===== src/rtl/pwm_pkg.sv =====
// Shared definitions for the pwm fader: FSM encoding, register offsets and
// bit positions of the CPU-visible fields.
package pwm_pkg;

  typedef enum logic [1:0] {
    IDLE = 2'd0,
    WAIT = 2'd1,
    STEP = 2'd2
  } fade_state_t;

  localparam logic PWM_FADE_TARGET = 1'b0;
  localparam logic PWM_FADE_CONFIG = 1'b1;

  localparam int unsigned RDATA_BUSY_BIT = 0;
  localparam int unsigned RDATA_CUR_LSB  = 16;
  localparam int unsigned CFG_PERIOD_LSB = 16;

endpackage


===== src/rtl/pwm_fade_timer.sv =====
// Loadable down-counter pacing the fader's steps; holds at zero until the
// next load.
module pwm_fade_timer #(
  parameter int unsigned PWIDTH = 16
) (
  input  logic              clk,
  input  logic              resetn,
  input  logic              load,
  input  logic [PWIDTH-1:0] load_val,
  input  logic              en,
  output logic              zero
);

  logic [PWIDTH-1:0] count_q;

  always_ff @(posedge clk or negedge resetn) begin
    if (!resetn) begin
      count_q <= '0;
    end else if (load) begin
      count_q <= load_val;
    end else if (en && (count_q != '0)) begin
      count_q <= count_q - PWIDTH'(1);
    end
  end

  assign zero = (count_q == '0);

endmodule


===== src/rtl/pwm_fader.sv =====
// Brightness-ramp controller: walks a pwm channel's duty value toward a
// CPU-programmed target, one registered write strobe per step.
module pwm_fader
  import pwm_pkg::*;
#(
  parameter int unsigned WIDTH  = 12,
  parameter int unsigned PWIDTH = 16
) (
  input  logic        clk,
  input  logic        resetn,
  input  logic        sel,
  input  logic        wstrb,
  input  logic        addr,
  input  logic [31:0] wdata,
  output logic [31:0] rdata,
  output logic        pwm_sel,
  output logic        pwm_wstrb,
  output logic [31:0] pwm_wdata
);

  fade_state_t       state_q, state_d;
  logic [WIDTH-1:0]  tgt_q, cur_q, cur_d, step_q;
  logic [WIDTH-1:0]  cur_step, delta;
  logic [WIDTH:0]    diff;
  logic [PWIDTH-1:0] period_q, tmr_load_val;
  logic [31:0]       pwm_wdata_q;
  logic              up, jump, tgt_wr, cfg_wr;
  logic              strobe_q, strobe_d, busy;
  logic              tmr_load, tmr_en, tmr_zero;
  logic              unused_wdata;

  assign tgt_wr = sel & wstrb & (addr == PWM_FADE_TARGET);
  assign cfg_wr = sel & wstrb & (addr == PWM_FADE_CONFIG);
  assign jump   = (period_q == '0) || (step_q == '0);
  assign unused_wdata = &{1'b0, wdata};

  // One extra bit on the difference keeps the clamp exact at full scale.
  always_comb begin
    up       = (tgt_q > cur_q);
    diff     = up ? ({1'b0, tgt_q} - {1'b0, cur_q})
                  : ({1'b0, cur_q} - {1'b0, tgt_q});
    delta    = (jump || ({1'b0, step_q} >= diff)) ? diff[WIDTH-1:0] : step_q;
    cur_step = up ? (cur_q + delta) : (cur_q - delta);
  end

  always_ff @(posedge clk or negedge resetn) begin
    if (!resetn) begin
      tgt_q    <= '0;
      step_q   <= WIDTH'(1);
      period_q <= '0;
    end else begin
      if (tgt_wr) begin
        tgt_q <= wdata[WIDTH-1:0];
      end
      if (cfg_wr) begin
        step_q   <= wdata[WIDTH-1:0];
        period_q <= wdata[CFG_PERIOD_LSB +: PWIDTH];
      end
    end
  end

  always_ff @(posedge clk or negedge resetn) begin
    if (!resetn) begin
      state_q     <= IDLE;
      cur_q       <= '0;
      strobe_q    <= 1'b0;
      pwm_wdata_q <= '0;
    end else begin
      state_q     <= state_d;
      cur_q       <= cur_d;
      strobe_q    <= strobe_d;
      pwm_wdata_q <= strobe_d ? 32'(cur_d) : '0;
    end
  end

  // STEP works from the registered target, so a write landing on the same
  // edge only affects the following step.
  always_comb begin
    state_d      = state_q;
    cur_d        = cur_q;
    strobe_d     = 1'b0;
    tmr_load     = 1'b0;
    tmr_en       = 1'b0;
    tmr_load_val = period_q - PWIDTH'(1);
    case (state_q)
      IDLE: begin
        if (tgt_wr && (wdata[WIDTH-1:0] != cur_q)) begin
          if (jump) begin
            state_d = STEP;
          end else begin
            state_d  = WAIT;
            tmr_load = 1'b1;
          end
        end
      end
      WAIT: begin
        if (tmr_zero) begin
          state_d = STEP;
        end else begin
          tmr_en = 1'b1;
        end
      end
      STEP: begin
        if (tgt_q == cur_q) begin
          state_d = IDLE;
        end else begin
          cur_d    = cur_step;
          strobe_d = 1'b1;
          if (cur_step == tgt_q) begin
            state_d = IDLE;
          end else begin
            state_d  = WAIT;
            tmr_load = 1'b1;
          end
        end
      end
      default: state_d = IDLE;
    endcase
  end

  pwm_fade_timer #(
    .PWIDTH(PWIDTH)
  ) u_timer (
    .clk     (clk),
    .resetn  (resetn),
    .load    (tmr_load),
    .load_val(tmr_load_val),
    .en      (tmr_en),
    .zero    (tmr_zero)
  );

  assign busy = (state_q != IDLE) | strobe_q;

  always_comb begin
    rdata = '0;
    rdata[RDATA_CUR_LSB +: WIDTH] = cur_q;
    rdata[RDATA_BUSY_BIT]         = busy;
  end

  assign pwm_sel   = strobe_q;
  assign pwm_wstrb = strobe_q;
  assign pwm_wdata = pwm_wdata_q;

endmodule

===== config.mk =====
export PLATFORM = sky130hd
export DESIGN_NAME = pwm_fader
export DESIGN_NICKNAME = d
export VERILOG_FILES = /design/src/rtl/pwm_pkg.sv /design/src/rtl/pwm_fade_timer.sv /design/src/rtl/pwm_fader.sv
export SDC_FILE = /design/constraint.sdc
export NUM_CORES = 1
export LEC_CHECK = 0
export CAP_MARGIN = 20
export CELL_PAD_IN_SITES_DETAIL_PLACEMENT = 1
export CELL_PAD_IN_SITES_GLOBAL_PLACEMENT = 1
export CORE_MARGIN = 5
export CORE_UTILIZATION = 39
export DETAILED_ROUTE_END_ITERATION = 10
export PLACE_DENSITY = 0.78
export SYNTH_ARGS = -nofsm -noshare
export SYNTH_HDL_FRONTEND = slang
export SYNTH_SLANG_ARGS = --single-unit
export TNS_END_PERCENT = 100

===== constraint.sdc =====
create_clock -name clk -period 10.35 [get_ports clk]
set_input_delay 1.035 -clock clk [delete_from_list [all_inputs] [get_ports clk]]
set_output_delay 1.035 -clock clk [all_outputs]
set_load 0.01 [all_outputs]

### Yosys cells after proc, flatten, opt, wreduce, memory -nomap -nowiden

Index checks and enable logic that the tools add are counted.

| word-level totals | value |
|---|---|
| latch bits | 0 |
| memories | 0 |
| bits in registers | 83 |
| word-level logic and storage cells | 63 |
| output and inout port bits | 66 |
| bits in writable memories | 0 |
| memory bits (read-only) | 0 |
| input port bits | 37 |

| operators by class | value |
|---|---|
| mux-type cells | 23 |
| equal/unequal tests | 7 |
| $lt $le $gt $ge | 2 |
| bitwise operators | 5 |
| $add $sub $neg | 6 |
| shift-type cells | 0 |
| div/mod/pow operators | 0 |
| multiply operators | 0 |
| reductions and logical operators | 12 |

Operator list:

| cell | count |
|---|---|
| 12-bit two-way mux | 5 |
| 16-bit logical NOT | 2 |
| 16-bit two-way mux | 2 |
| 16-bit by 1-bit subtractor with 16-bit output (second input constant) | 2 |
| 12-bit by 12-bit subtractor with 13-bit output | 2 |
| 12-bit == test | 2 |
| 16-bit nonzero test | 1 |
| 12-bit by 13-bit greater-or-equal comparator with 1-bit output | 1 |
| 13-bit two-way mux | 1 |
| 12-bit adder | 1 |
| 12-bit greater-than comparator | 1 |
| 12-bit logical NOT | 1 |
| 12-bit != test | 1 |
| 12-bit subtractor | 1 |
| 1-bit two-way mux | 10 |
| 2-bit two-way mux | 3 |
| 2-bit one-hot mux with 3 select lines | 1 |
| 2-bit != test (second input constant) | 2 |
| 2-bit nonzero test | 2 |
| 1-bit AND | 3 |
| 2-bit by 1-bit == test with 1-bit output (second input constant) | 1 |
| 2-bit == test (second input constant) | 1 |
| 1-bit logical AND | 2 |
| 2-bit logical NOT | 1 |
| other kinds (5) | 6 |

### Depth between registers and ports, before layout

| logic depth | value |
|---|---|
| depth after elaboration | 12 |
| gate-level depth with buffers | 51 |
| gate-level depth less buffers | 45 |

### Cells and area by module

Synthesis repeated with hierarchy kept, for this count alone.

| unflattened totals | value |
|---|---|
| cell total of the unflattened synthesis | 762 |
| area total of the unflattened synthesis | 6954.2 µm² |

By module, submodules not included:

| module | cells each | times used | area each (µm²) |
|---|---|---|---|
| pwm_fader | 638 | 1 | 5899.4 |
| pwm_fade_timer | 124 | 1 | 1054.8 |

### Least setup slack after synthesis

No wires, ideal clock.

| timing path | value |
|---|---|
| path type | reg-to-reg |
| start point | register cur_q[1] |
| end point | register u_timer.count_q[14] |
| path buffers | 5 |
| setup slack | 0.228 ns |
| arrival | 9.996 ns |
| stages on the path, launching flop included | 47 |
| setup time | 0.126 ns |
| cells stage by stage | dfrtp_1 inv_1 ha_1 nor2b_4 o2111ai_4 a31oi_2 o31ai_4 mux2_4 o221a_2 a2111oi_4 inv_1 ha_1 nand3_1 nor2_1 o21ai_0 o22a_1 a31oi_2 a21o_1 [... 11 more ...] a31o_1 a41o_1 o41ai_1 xnor2_1 a211oi_1 or3_1 and4b_1 or3_1 buf_6 buf_8 mux2i_1 ha_1 nand2_1 nor2_1 nand2_1 nor4_1 xnor2_1 mux2i_1 |

| on the way | value |
|---|---|
| word-level cells in the longest chain between the ends | 12 |
| elaborated cells between the ends (all ways) | 20 |
| those cells by class | add/sub (4); order compare (2); eq/ne (3); mux (8); reduce/logical (3) |

Ends and longest elaborated chain:

| item | RTL line | source |
|---|---|---|
| start, declared | pwm_fader.sv:22 | `logic [WIDTH-1:0] tgt_q, cur_q, cur_d, step_q;` |
| start signal, assigned | pwm_fader.sv:70 | `cur_q <= cur_d;` |
| 12-bit by 12-bit subtractor with 13-bit output, or another cell as far along | pwm_fader.sv:41 | `: ({1'b0, cur_q} - {1'b0, tgt_q});` |
| 13-bit two-way mux | pwm_fader.sv:40 | `diff = up ? ({1'b0, tgt_q} - {1'b0, cur_q})` |
| 12-bit by 13-bit greater-or-equal comparator with 1-bit output | pwm_fader.sv:42 | `delta = (jump \|\| ({1'b0, step_q} >= diff)) ? diff[WIDTH-1:0] : step_q;` |
| 1-bit logical OR | pwm_fader.sv:42 |  |
| 12-bit two-way mux | pwm_fader.sv:42 |  |
| 12-bit subtractor / 12-bit adder (equally long branches) | pwm_fader.sv:43 | `cur_step = up ? (cur_q + delta) : (cur_q - delta);` |
| 12-bit two-way mux | pwm_fader.sv:43 |  |
| 12-bit == test | pwm_fader.sv:109 | `if (cur_step == tgt_q) begin` |
| 1-bit two-way mux | pwm_fader.sv:109 |  |
| 1-bit two-way mux | pwm_fader.sv:104 | `if (tgt_q == cur_q) begin` |
| 1-bit one-hot mux with 2 select lines (*) | pwm_fader.sv:85 | `case (state_q)` |
| 16-bit two-way mux / 2-bit nonzero test (equally long branches) | -- |  |
| end signal, assigned | pwm_fade_timer.sv:20 | `count_q <= load_val;` |
| end signal, assigned | pwm_fade_timer.sv:22 | `count_q <= count_q - PWIDTH'(1);` |
| end, declared | pwm_fade_timer.sv:14 | `logic [PWIDTH-1:0] count_q;` |

Every way passes the cells marked *; elsewhere a longest branch is shown, timed or not.
A chain may end at the register's enable or synchronous reset.

### Final worst setup path

| timing path | value |
|---|---|
| start point | register cur_q[4] |
| end point | register u_timer.count_q[4] |

Same word-level chain as after synthesis.

==> summary.txt <==
Synthesis
  – Distinct cells, synth: 83
  – Post-synth EDFFs: 0
  – Synth Instances: 714
  – Syn Area/Cell: roughly 9.7 µm²
  – #FFs+latches synth: 83
  – Main synth FF type: dfrtp_1
  – Seq/Total Area, Yosys: 0.300
  – Yosys warns: 0
  – Syn Std Cell Area: around 0.007 mm²
  – Ys async rst share: 1.00

Cells and area
  – Final #Nets: 890
  – Fin util: 0.470
  – Layout cells sized above 1: 0.185
  – Synthesis-to-layout area growth: 18.0%
  – Fin area: 0.00816 mm²
  – Inserted Diodes: 0

Timing
  – Period minus WS final: 9770 ps
  – Hold Slack: 522 ps
  – Slew HR: 0.378
  – Final Cycle Share: 0.944
  – Clk_skew: 8.96 ps
  – Fin. Hold Viols: 0
  – Slew at the pin closest to its max-slew limit: 931 ps
  – Final Max Slew Viols: 0
  – Maximum clock rate: 102 MHz
  – Setup violators final: 0

Drt
  – 1st-pass router iterations: 4
  – Routed WL: 20.7 mm
  – Iter 0 DRT Violations: 297
  – Vias/cell: 5.46
  – # DRC: 0
  – Vias: 5641
  – Wirelength per Cell: between 20 and 25 µm
  – Antenna violation net count after detailed routing: 0

Clocking
  – CTS tree: yes
  – Clk buf depth: 2
  – TritonCTS buffer count: 9
  – Root buffer cell: clkbuf_16
  – Hold buffer count at CTS: 0
  – H-tree depth: 3
  – Clock-pin slew on the worst setup and hold paths: approximately 70 ps
  – Clock sinks: just over 80
  – Worst-Skew Late Latency: 350 ps

Pwr
  – PwrDens: 200 mW/mm²
  – Static Leak: 3.76 nW
  – Power Total: roughly 1.6 mW
  – Max IR drop VDD: 102 µV

GRT
  – GRT Total Usage: 0.208
  – Global-route wire length before repair: approximately 33 mm
  – Grt ovf: 0
  – Vias in the first global route: 6071
  – Initial antenna violation count: 0
  – Largest net degree at the start of global routing: 54

Worst setup path
  – WS Path Type: reg -> reg
  – Crit path max fanout: 8
  – Crit path largest cell delay: ~580 ps
  – Startpoint Class: flop
  – Slowest-stage cell, CP: or4_4
  – Critical path required time: 10610 ps
  – Worst Path Arrival: 10030 ps
  – CP Capture Type: flop
  – Top delay family on crit path: compound AO/OA/AOI/OAI gates
  – CP bufs+invs: 6

Floorplan
  – Die area: 0.0205 mm²
  – Die Height: 143 µm
  – CORE AREA: 0.0174 mm²
  – Die width: 143 µm
  – I/O pin count: 103
  – Starting Density: 0.399
  – # rows: 48

Place
  – PortBufs: around 60
  – Post-DP Area: ~0.0078 mm²
  – Detail Placement HPWL: 16.1 mm
  – Final GP Congestion: 0.903

Status
  – Status: finished, final reports clean

Run
  – Max-capacitance violation count: 0

Min path
  – Worst hold path type: reg -> reg
==> layout make-up <==
class                      count  area [µm²]
clock buffer                  12         256
clock inverter                 4        48.8
fill                        1995        9200
inverter                      50         188
multi-input combinational    554        4360
sequential                    83        2080
tap                          225         282
timing repair buffer         106         945
==> state kept, by name (all words and copies together) (netlist names) <==
register,cells
pwm_sel,1
u_timer.count_q,16
step_q,12
state_q,2
pwm_wdata,12
period_q,16
tgt_q,12
cur_q,12
==> worst paths after layout <==
kind	startpoint	to	slack, ps	depth (start not counted)
setup reg to reg	cur_q[4]	u_timer.count_q[4]	580	41
max in group asynchronous	resetn	cur_q[10]	8650	2
setup / recovery	cur_q[4]	u_timer.count_q[4]	580	41
hold reg to reg	period_q[0]	u_timer.count_q[0]	520	1
min in group asynchronous	resetn	cur_q[4]	620	1
hold / removal	period_q[0]	u_timer.count_q[0]	520	1
==> stage by stage <==
step                setup TNS, ps  worst slack (ps)  std cells
detailed placement              0               367       1017
global placement                0               570       1017
floorplan                       0               228        752
finish                          0               575       1034
CTS                             0              90.3       1033
global route                -24.5             -14.3       1034
==> cells by family after synthesis <==
logic type                 Yosys count  share of synthesized area
muxes                               71                      0.112
xor gates and xnor gates            75                     0.0950
AOI/OAI and AO/OA                  150                      0.168
adders and majority gates           49                     0.0919
and+or+nand+nor                    170                      0.137
DFF                                 83                      0.300
other                                1                   0.000542
buffers and inverters              115                     0.0959
==> metal layers <==
layer / GRT usage / part of all wire
met1: 0.282 / 0.46
met2: 0.345 / 0.48
met3: 0.0342 / 0.041
met4: 0.0555 / 0.017
met5: 0 / 0
==> layout by cell type (no fill, tap or decap), drive strengths merged, types with 9 or more instances in the layout <==
cell and n:
dfrtp 82, xnor2 58, clkdlybuf4s50 58, inv 50, buf 48, ha 46, mux2 44, nor2 41
conb 39, a21o 31, a21oi 31, nand2 27, mux2i 27, nand3 20, xor2 17, o21ai 17
nor3 15, clkbuf 12, and2 10, a31oi 9
==> synth_stat cells, drive strengths merged, types with 2 or more instances <==
cell type | count | share of area
a211oi | 8 | 0.0087
a21o | 31 | 0.034
a21oi | 31 | 0.024
a311oi | 4 | 0.0060
a31o | 4 | 0.0063
a31oi | 9 | 0.012
a41o | 2 | 0.0029
and2 | 10 | 0.0090
and3 | 2 | 0.0018
buf | 58 | 0.065
clkbuf | 7 | 0.0038
dfrtp | 82 | 0.30
fa | 3 | 0.0087
ha | 46 | 0.083
inv | 50 | 0.027
mux2 | 44 | 0.073
mux2i | 27 | 0.039
nand2 | 27 | 0.015
nand2b | 4 | 0.0036
nand3 | 20 | 0.018
nand3b | 4 | 0.0043
nand4 | 8 | 0.0081
nor2 | 41 | 0.022
nor2b | 6 | 0.0065
nor3 | 15 | 0.012
nor3b | 4 | 0.0058
nor4 | 7 | 0.0063
nor4b | 3 | 0.0038
o2111ai | 2 | 0.0051
o211ai | 6 | 0.0072
o21a | 8 | 0.0087
o21ai | 17 | 0.013
o21bai | 4 | 0.0043
o22ai | 3 | 0.0027
o31a | 2 | 0.0025
o31ai | 6 | 0.0085
o41ai | 2 | 0.0025
or2 | 2 | 0.0022
or3 | 8 | 0.0080
or4 | 6 | 0.0065
xnor2 | 58 | 0.073
xor2 | 17 | 0.022
==> report_power, final <==
group,leakage [nW],internal (mW),switching [mW],total (mW)
sequential,1.03,0.366,0.0514,0.417
combinational,2.58,0.385,0.488,0.873
clock,0.153,0.200,0.138,0.338
==> worst register-to-register path: cells and delay by family, from the launching register on <==
kind	cells	cell delay, ps
xor+xnor	3	570
buf+inv	6	770
mux	2	550
fa+ha+maj	5	1660
flops	1	390
compound gates	16	3250
simple gates	9	2460
==> timing repair <==
item                       4_1_cts  5_1_grt
gates resized for setup          0       12
setup endpoints to repair        0        7
setup buffers                    0        1
Note: power is estimated with default switching activity, not from simulation.
